$ cat src/rtl/div_period_mon.sv
`default_nettype none
// ============================================================================
// Module   : div_period_mon
// Brief    : Divided-clock period and per-window edge-count monitor.
//            Optional err_cnt saturating counter under DIV_PERIOD_MON_ERRCNT_EN.
// Revision : 1.0
// ============================================================================
module div_period_mon #(
    parameter int WIN_LEN   = 87,
    parameter int EXP_EDGES = 10,
    parameter int PER_MIN   = 8,
    parameter int PER_MAX   = 9
) (
    input  logic       clk_in,
    input  logic       rst,
    input  logic       div_in,
    output logic [3:0] period,
    output logic       period_vld,
    output logic       period_err,
    output logic [6:0] n_short,
    output logic [6:0] n_long,
    output logic [6:0] edge_cnt,
    output logic       win_done,
    output logic       win_err,
    output logic [7:0] err_cnt
);
    localparam int               WIN_W       = (WIN_LEN > 1) ? $clog2(WIN_LEN) : 1;
    localparam logic [WIN_W-1:0] c_win_last  = WIN_W'(WIN_LEN - 1);
    localparam logic [3:0]       c_per_min   = 4'(PER_MIN);
    localparam logic [3:0]       c_per_max   = 4'(PER_MAX);
    localparam logic [6:0]       c_exp_edges = 7'(EXP_EDGES);

    function automatic logic [6:0] sat_inc(input logic [6:0] v, input logic inc);
        return (inc && (v != 7'h7f)) ? v + 7'd1 : v;
    endfunction

    logic             div_q;
    logic             armed_q;
    logic [3:0]       pcnt_q,      pcnt_d;
    logic [WIN_W-1:0] win_q,       win_d;
    logic [6:0]       run_edge_q,  run_edge_d;
    logic [6:0]       run_short_q, run_short_d;
    logic [6:0]       run_long_q,  run_long_d;
    logic [3:0]       period_q,    period_d;
    logic             period_vld_q, period_vld_d;
    logic             period_err_q, period_err_d;
    logic [6:0]       n_short_q,   n_short_d;
    logic [6:0]       n_long_q,    n_long_d;
    logic [6:0]       edge_cnt_q,  edge_cnt_d;
    logic             win_done_q,  win_done_d;
    logic             win_err_q,   win_err_d;

    logic       w_edge, w_meas, w_wrap, w_short, w_long;
    logic [6:0] w_edge_sum, w_short_sum, w_long_sum;

    always_comb begin
        w_edge      = div_in & ~div_q;
        w_meas      = w_edge & armed_q;
        w_wrap      = (win_q == c_win_last);
        w_short     = w_meas && (pcnt_q == c_per_min);
        w_long      = w_meas && (pcnt_q == c_per_max);
        // Sums include this cycle's activity so a wrap-cycle edge lands in the closing window.
        w_edge_sum  = sat_inc(run_edge_q, w_edge);
        w_short_sum = sat_inc(run_short_q, w_short);
        w_long_sum  = sat_inc(run_long_q, w_long);

        pcnt_d       = w_edge ? 4'd1 : ((pcnt_q == 4'hf) ? pcnt_q : pcnt_q + 4'd1);
        win_d        = w_wrap ? '0 : win_q + 1'b1;
        period_d     = w_meas ? pcnt_q : period_q;
        period_vld_d = w_meas;
        period_err_d = w_meas && ((pcnt_q < c_per_min) || (pcnt_q > c_per_max));

        run_edge_d   = w_wrap ? 7'd0 : w_edge_sum;
        run_short_d  = w_wrap ? 7'd0 : w_short_sum;
        run_long_d   = w_wrap ? 7'd0 : w_long_sum;
        edge_cnt_d   = w_wrap ? w_edge_sum  : edge_cnt_q;
        n_short_d    = w_wrap ? w_short_sum : n_short_q;
        n_long_d     = w_wrap ? w_long_sum  : n_long_q;
        win_done_d   = w_wrap;
        win_err_d    = w_wrap && (w_edge_sum != c_exp_edges);
    end

    always_ff @(posedge clk_in or posedge rst) begin
        if (rst) begin
            div_q        <= 1'b0;
            armed_q      <= 1'b0;
            pcnt_q       <= 4'd0;
            win_q        <= '0;
            run_edge_q   <= 7'd0;
            run_short_q  <= 7'd0;
            run_long_q   <= 7'd0;
            period_q     <= 4'd0;
            period_vld_q <= 1'b0;
            period_err_q <= 1'b0;
            n_short_q    <= 7'd0;
            n_long_q     <= 7'd0;
            edge_cnt_q   <= 7'd0;
            win_done_q   <= 1'b0;
            win_err_q    <= 1'b0;
        end else begin
            div_q        <= div_in;
            armed_q      <= armed_q | w_edge;
            pcnt_q       <= pcnt_d;
            win_q        <= win_d;
            run_edge_q   <= run_edge_d;
            run_short_q  <= run_short_d;
            run_long_q   <= run_long_d;
            period_q     <= period_d;
            period_vld_q <= period_vld_d;
            period_err_q <= period_err_d;
            n_short_q    <= n_short_d;
            n_long_q     <= n_long_d;
            edge_cnt_q   <= edge_cnt_d;
            win_done_q   <= win_done_d;
            win_err_q    <= win_err_d;
        end
    end

    assign period     = period_q;
    assign period_vld = period_vld_q;
    assign period_err = period_err_q;
    assign n_short    = n_short_q;
    assign n_long     = n_long_q;
    assign edge_cnt   = edge_cnt_q;
    assign win_done   = win_done_q;
    assign win_err    = win_err_q;

`ifdef DIV_PERIOD_MON_ERRCNT_EN
    logic [7:0] err_cnt_q, err_cnt_d;
    logic [8:0] w_err_sum;

    // Counts the registered error pulses, so err_cnt trails them by one cycle.
    always_comb begin
        w_err_sum = {1'b0, err_cnt_q} + 9'(period_err_q) + 9'(win_err_q);
        err_cnt_d = w_err_sum[8] ? 8'hff : w_err_sum[7:0];
    end

    always_ff @(posedge clk_in or posedge rst) begin
        if (rst) begin
            err_cnt_q <= 8'd0;
        end else begin
            err_cnt_q <= err_cnt_d;
        end
    end

    assign err_cnt = err_cnt_q;
`else
    assign err_cnt = 8'd0;
`endif

endmodule
`default_nettype wire

$ cat config.mk
export PLATFORM = sky130hd
export DESIGN_NAME = div_period_mon
export DESIGN_NICKNAME = d
export VERILOG_FILES = /design/src/rtl/div_period_mon.sv
export SDC_FILE = /design/constraint.sdc
export NUM_CORES = 1
export LEC_CHECK = 0
export BUFFER_PORTS_ARGS = -buffer_cell sky130_fd_sc_hd__buf_4
export CAP_MARGIN = 15
export CORE_ASPECT_RATIO = 1.1
export CORE_MARGIN = 5
export CORE_UTILIZATION = 50
export CTS_BUF_LIST = sky130_fd_sc_hd__clkbuf_2 sky130_fd_sc_hd__clkbuf_4 sky130_fd_sc_hd__clkbuf_8
export DETAILED_ROUTE_END_ITERATION = 16
export PLACE_DENSITY = 0.71
export SYNTH_ARGS = -nofsm -noshare
export SYNTH_HDL_FRONTEND = slang
export SYNTH_SLANG_ARGS = --single-unit
$ cat constraint.sdc
create_clock -name clk_in -period 2 [get_ports clk_in]
set_input_delay 0.2 -clock clk_in [delete_from_list [all_inputs] [get_ports clk_in]]
set_output_delay 0.2 -clock clk_in [all_outputs]
set_load 0.005 [all_outputs]
Yosys cells after proc, flatten, opt, wreduce, memory -nomap -nowiden
Cells that the tools add are included.
Word-level totals
  bits of input ports: 3
  word-level logic and storage cells: 52
  bits in registers: 63
Operators by class
  bitwise operators: 4
  mux-type cells: 9
  $add $sub $neg: 5
  order comparisons: 2
  reduce and logical (&&, ||, !) cells: 8
  eq/ne operators: 9
Operator list (count)
  7-bit 2-to-1 mux: 7
  7-bit by 1-bit adder with 7-bit output, second input constant: 4
  7-bit != test, second input constant: 3
  4-bit == test, second input constant: 3
  4-bit 2-to-1 mux: 2
  7-bit == test, second input constant: 1
  1-bit logical AND: 7
  7-bit by 4-bit != test with 1-bit output, second input constant: 1
  4-bit by 1-bit adder with 4-bit output, second input constant: 1
  4-bit greater-than comparator, second input constant: 1
  4-bit < comparator, second input constant: 1
  1-bit bitwise AND: 2
  2-bit != test, second input constant: 1
  1-bit logical OR: 1
  1-bit inverter: 1
  1-bit bitwise OR: 1

Longest topological paths before layout
  depth after elaboration: 7
  depth in mapped cells: 8
  gate-level depth less buffers: 6

Worst setup path before layout
No wires, ideal clock.
  path kind: reg-to-reg
  start point: reg run_edge_q[0]
  end point: reg win_err_q (netlist: win_err)
  required time: 1.864 ns
  buffers on the path: 0
  setup slack: 0.319 ns
  cell stages (with the launch flop): 7
  arrival time: 1.545 ns
  setup time: 0.136 ns
  cells stage by stage: dfrtp_1 > ha_1 > nand3_1 > nor2_1 > or4b_1 > a21oi_1 > a31oi_1
Between the ends
  word-level cells in the longest chain between the ends: 5
  elaborated cells on any way between the ends: 6
  those cells by class: 1 x add/sub; 2 x eq/ne; 1 x mux; 2 x reduce/logical
RTL lines
  start, declared: line 41  | logic [6:0] run_edge_q, run_edge_d;
  start signal, assigned: line 105  | run_edge_q <= run_edge_d;
  branches (longest 2 deep; another with 7-bit by 1-bit adder with 7-bit output)
  7-bit 2-to-1 mux *: line 34  | return (inc && (v != 7'h7f)) ? v + 7'd1 : v;
  7-bit by 4-bit != test with 1-bit output *: line 80  | win_err_d = w_wrap && (w_edge_sum != c_exp_edges);
  1-bit logical AND *: line 80
  net win_err_d: line 51  | logic win_err_q, win_err_d;
  end signal, assigned: line 115  | win_err_q <= win_err_d;
  end, declared: line 51
Mark *: on every way through the listed nets, which the timed path passes.
A chain may end at the register's enable or synchronous reset.

Worst setup path after layout
Ends and elaborated chain as after synthesis.

==> summary.txt <==
RSZ-0062 raised after global routing: no
RR Startpoint: run_edge_q[0]
Die H: 89.8 um
PortBufs: 31
max-cap violations: 0
Lkg Pwr: 1.57 nW
Longest Clk Path Bufs: 2
slack of the worst reg-to-reg path: 0.14 ns
I/O pin count: 40
count of cell types in the netlist: 40
vias per cell: 5.04
Root Buffer: clkbuf_8
Worst-Skew Late Latency: 0.33 ns
CP max FO: 7
Synth Flop Type: dfrtp_1
Clk pin slew, worst setup/hold paths: 0.07 ns
switching pwr: 1.01 mW
total track usage: 15.7%
Seq. cell area: 1580 um^2
commonest non-fill, non-tap cell in the layout: dfrtp_1
status: finished clean
largest net degree at the start of global routing: 44
most frequent cells in the layout: dfrtp_1, nor2_1, buf_4, nand2_1, o21ai_1
clock skew: 0.00678 ns
f_max: 0.537 GHz
1st-iter DRT viols: 81
power per standard cell area: 1050 nW/um^2
vias in the first global route: 1956
global-route wire length before repair: 8.99 mm
final period utilization: 93.2%
FFs w/ async S/R, synth: 100%
post_cts resized: 0
GP Congestion: 0.869
Worst Hold Slack: 0.441 ns
post-route DRC violation count: 0
H-tree depth: 3
area delta synth->final: 17.4%
Mapped Cells: 275
Final Critical Period: 1.86 ns
antenna viol nets, final: 0
Hold Vio Cnt, Final: 0
Initial DRT Pass Iterations: 4
Max VDD drop: 0.563 mV
core area: 5700 um^2
# nets final: 323
combinational share of power: 18.3%
TritonCTS clock tree: built
fillers: 478
setup slack after layout: 0.137 ns
Flop pwr share: 46.7%
Synth Warn #: 0
initial antenna violation count: 0
reg2reg path depth: 6
final setup vio count: 0
antenna cells: 0
Worst EP arrival: 2.07 ns
Initial Util: 50.8%
setup TNS: 0 ns
Setup CP Type: reg -> reg
Synth Register Bits: 63
Slowest cell on crit path: or4b_1
Crit path largest cell delay: 0.47 ns
half-perimeter wire length after detailed placement: 3.60 mm
Hold/Removal Path Class: in -> async
pre-CTS setup slack: 0.168 ns
grt total ovfl: 0
area of the multi-input gates: 1170 um^2
Crit. End Element: flop
Die Wd: 82.6 um
row cnt: 29
CTS buffer count: 9
area of the mapped netlist: 2900 um^2
Clock Power Share: 35.0%
worst path required time: 2.20 ns
Die ar.: 7420 um^2
WL/cell: 13.0 um
Seq/Total Area, Yosys: 54.4%
crit path cell chain: ha_1 > nand3_1 > nor2_1 > or4b_1 > a21oi_1 > a31oi_1
Post-Layout Cell Count: 394
internal power: 2.56 mW
Worst R2R End: win_err
DRT Wirelength: 5.11 mm
share of layout cells above drive strength 1: 20.5%
crit path launch type: flop
sw frac: 28.2%
Post-synth EDFFs: 0
Vias: 1986
syn avg cell area: 10.5 um^2
Slew Viols, Final: 0
DP Cell Count: 376
clock tree sinks: 63
-- cells by family (layout without fill, tap and decap cells) --
| family | after synthesis | in the layout | synth area share (%) |
|---|---|---|---|
| buffers and inverters | 26 | 61 | 6.13 |
| adder cells (fa/ha/maj) | 8 | 8 | 3.46 |
| multiplexers | 8 | 8 | 2.94 |
| other | 1 | 8 | 0.129 |
| AO/OA/AOI/OAI | 39 | 39 | 8.29 |
| AND/OR/NAND/NOR | 110 | 110 | 18.6 |
| XOR/XNOR | 20 | 20 | 6.05 |
| flip-flops | 63 | 63 | 54.4 |
-- power groups by stage --
stage	clock network [mW]	registers [mW]	logic (mW)
final	1.25	1.67	0.652
after global routing	1.34	1.69	0.744
after CTS	1.28	1.66	0.661
after detailed placement	0	1.68	0.651
after global placement	0	1.68	0.634
after floorplan	0	1.61	0.537
-- worst max-delay path by stage --
stage | startpoint | end | slack, ns | cells past startpoint
2_1_floorplan | rst | armed_q | 0.23 | 1
3_3_place_gp | run_edge_q[0] | win_err | 0.16 | 6
3_5_place_dp | run_edge_q[0] | win_err | 0.17 | 6
4_1_cts | run_edge_q[0] | win_err | 0.15 | 6
5_1_grt | run_edge_q[0] | win_err | 0.1 | 6
6_report | run_edge_q[0] | win_err | 0.14 | 6
-- synth_stat cells, drive strengths merged (3+ instances only) --
library cell / instances / share of area [%]
xor2: 6 / 1.8
xnor2: 14 / 4.2
ha: 8 / 3.5
nand3: 18 / 3.5
o21ai: 27 / 4.8
inv: 8 / 1.1
nor3: 6 / 1.2
mux2: 4 / 1.6
mux2i: 4 / 1.4
dfrtp: 63 / 54
nor2: 39 / 5.1
buf: 17 / 4.9
nand2: 30 / 3.9
a21oi: 3 / 0.52
nor3b: 3 / 0.78
-- critical path: cells and delay by family, from the launching register on --
kind	cells	cell delay (ns)
flops	1	0.46
fa+ha+maj	1	0.29
simple gates	3	0.72
compound gates	2	0.27
-- routing by layer --
metal  GRT usage [%]  up-vias  share of wire, %
li1                -      981                 -
met1            19.3      966                45
met2            25.1       33                50
met3            3.50        6               3.9
met4            8.58        0               1.7
met5               0        -                 0
-- metrics by stage --
step,cell area [um^2],utilization [%],power [mW]
4_1_cts,3400,59.7,3.61
5_1_grt,3400,59.7,3.77
3_5_place_dp,3150,55.3,2.33
6_report,3400,59.7,3.57
2_1_floorplan,2920,-,2.15
3_3_place_gp,3150,55.3,2.31
-- state kept, by name, summed over array words and instances (netlist names), 4 cells and up --
name and cells:
n_short 7, run_long_q 7, win_q 7, pcnt_q 4
run_edge_q 7, run_short_q 7, n_long 7, edge_cnt 7
period 4
-- final cells by class --
class	count	area share (%)
Clock inverter	3	1.91
Clock buffer	13	4.89
Tap cell	77	2.83
Timing Repair Buffer	37	8.68
Multi-Input combinational cell	193	34.4
Sequential cell	63	46.4
Inverter	8	0.957
-- what timing repair did --
action                    in CTS  in global routing
hold buffers                   2                  0
buffers inserted               0                  0
hold endpoints to repair      21                  0
Note: power is estimated with default switching activity, not from simulation.
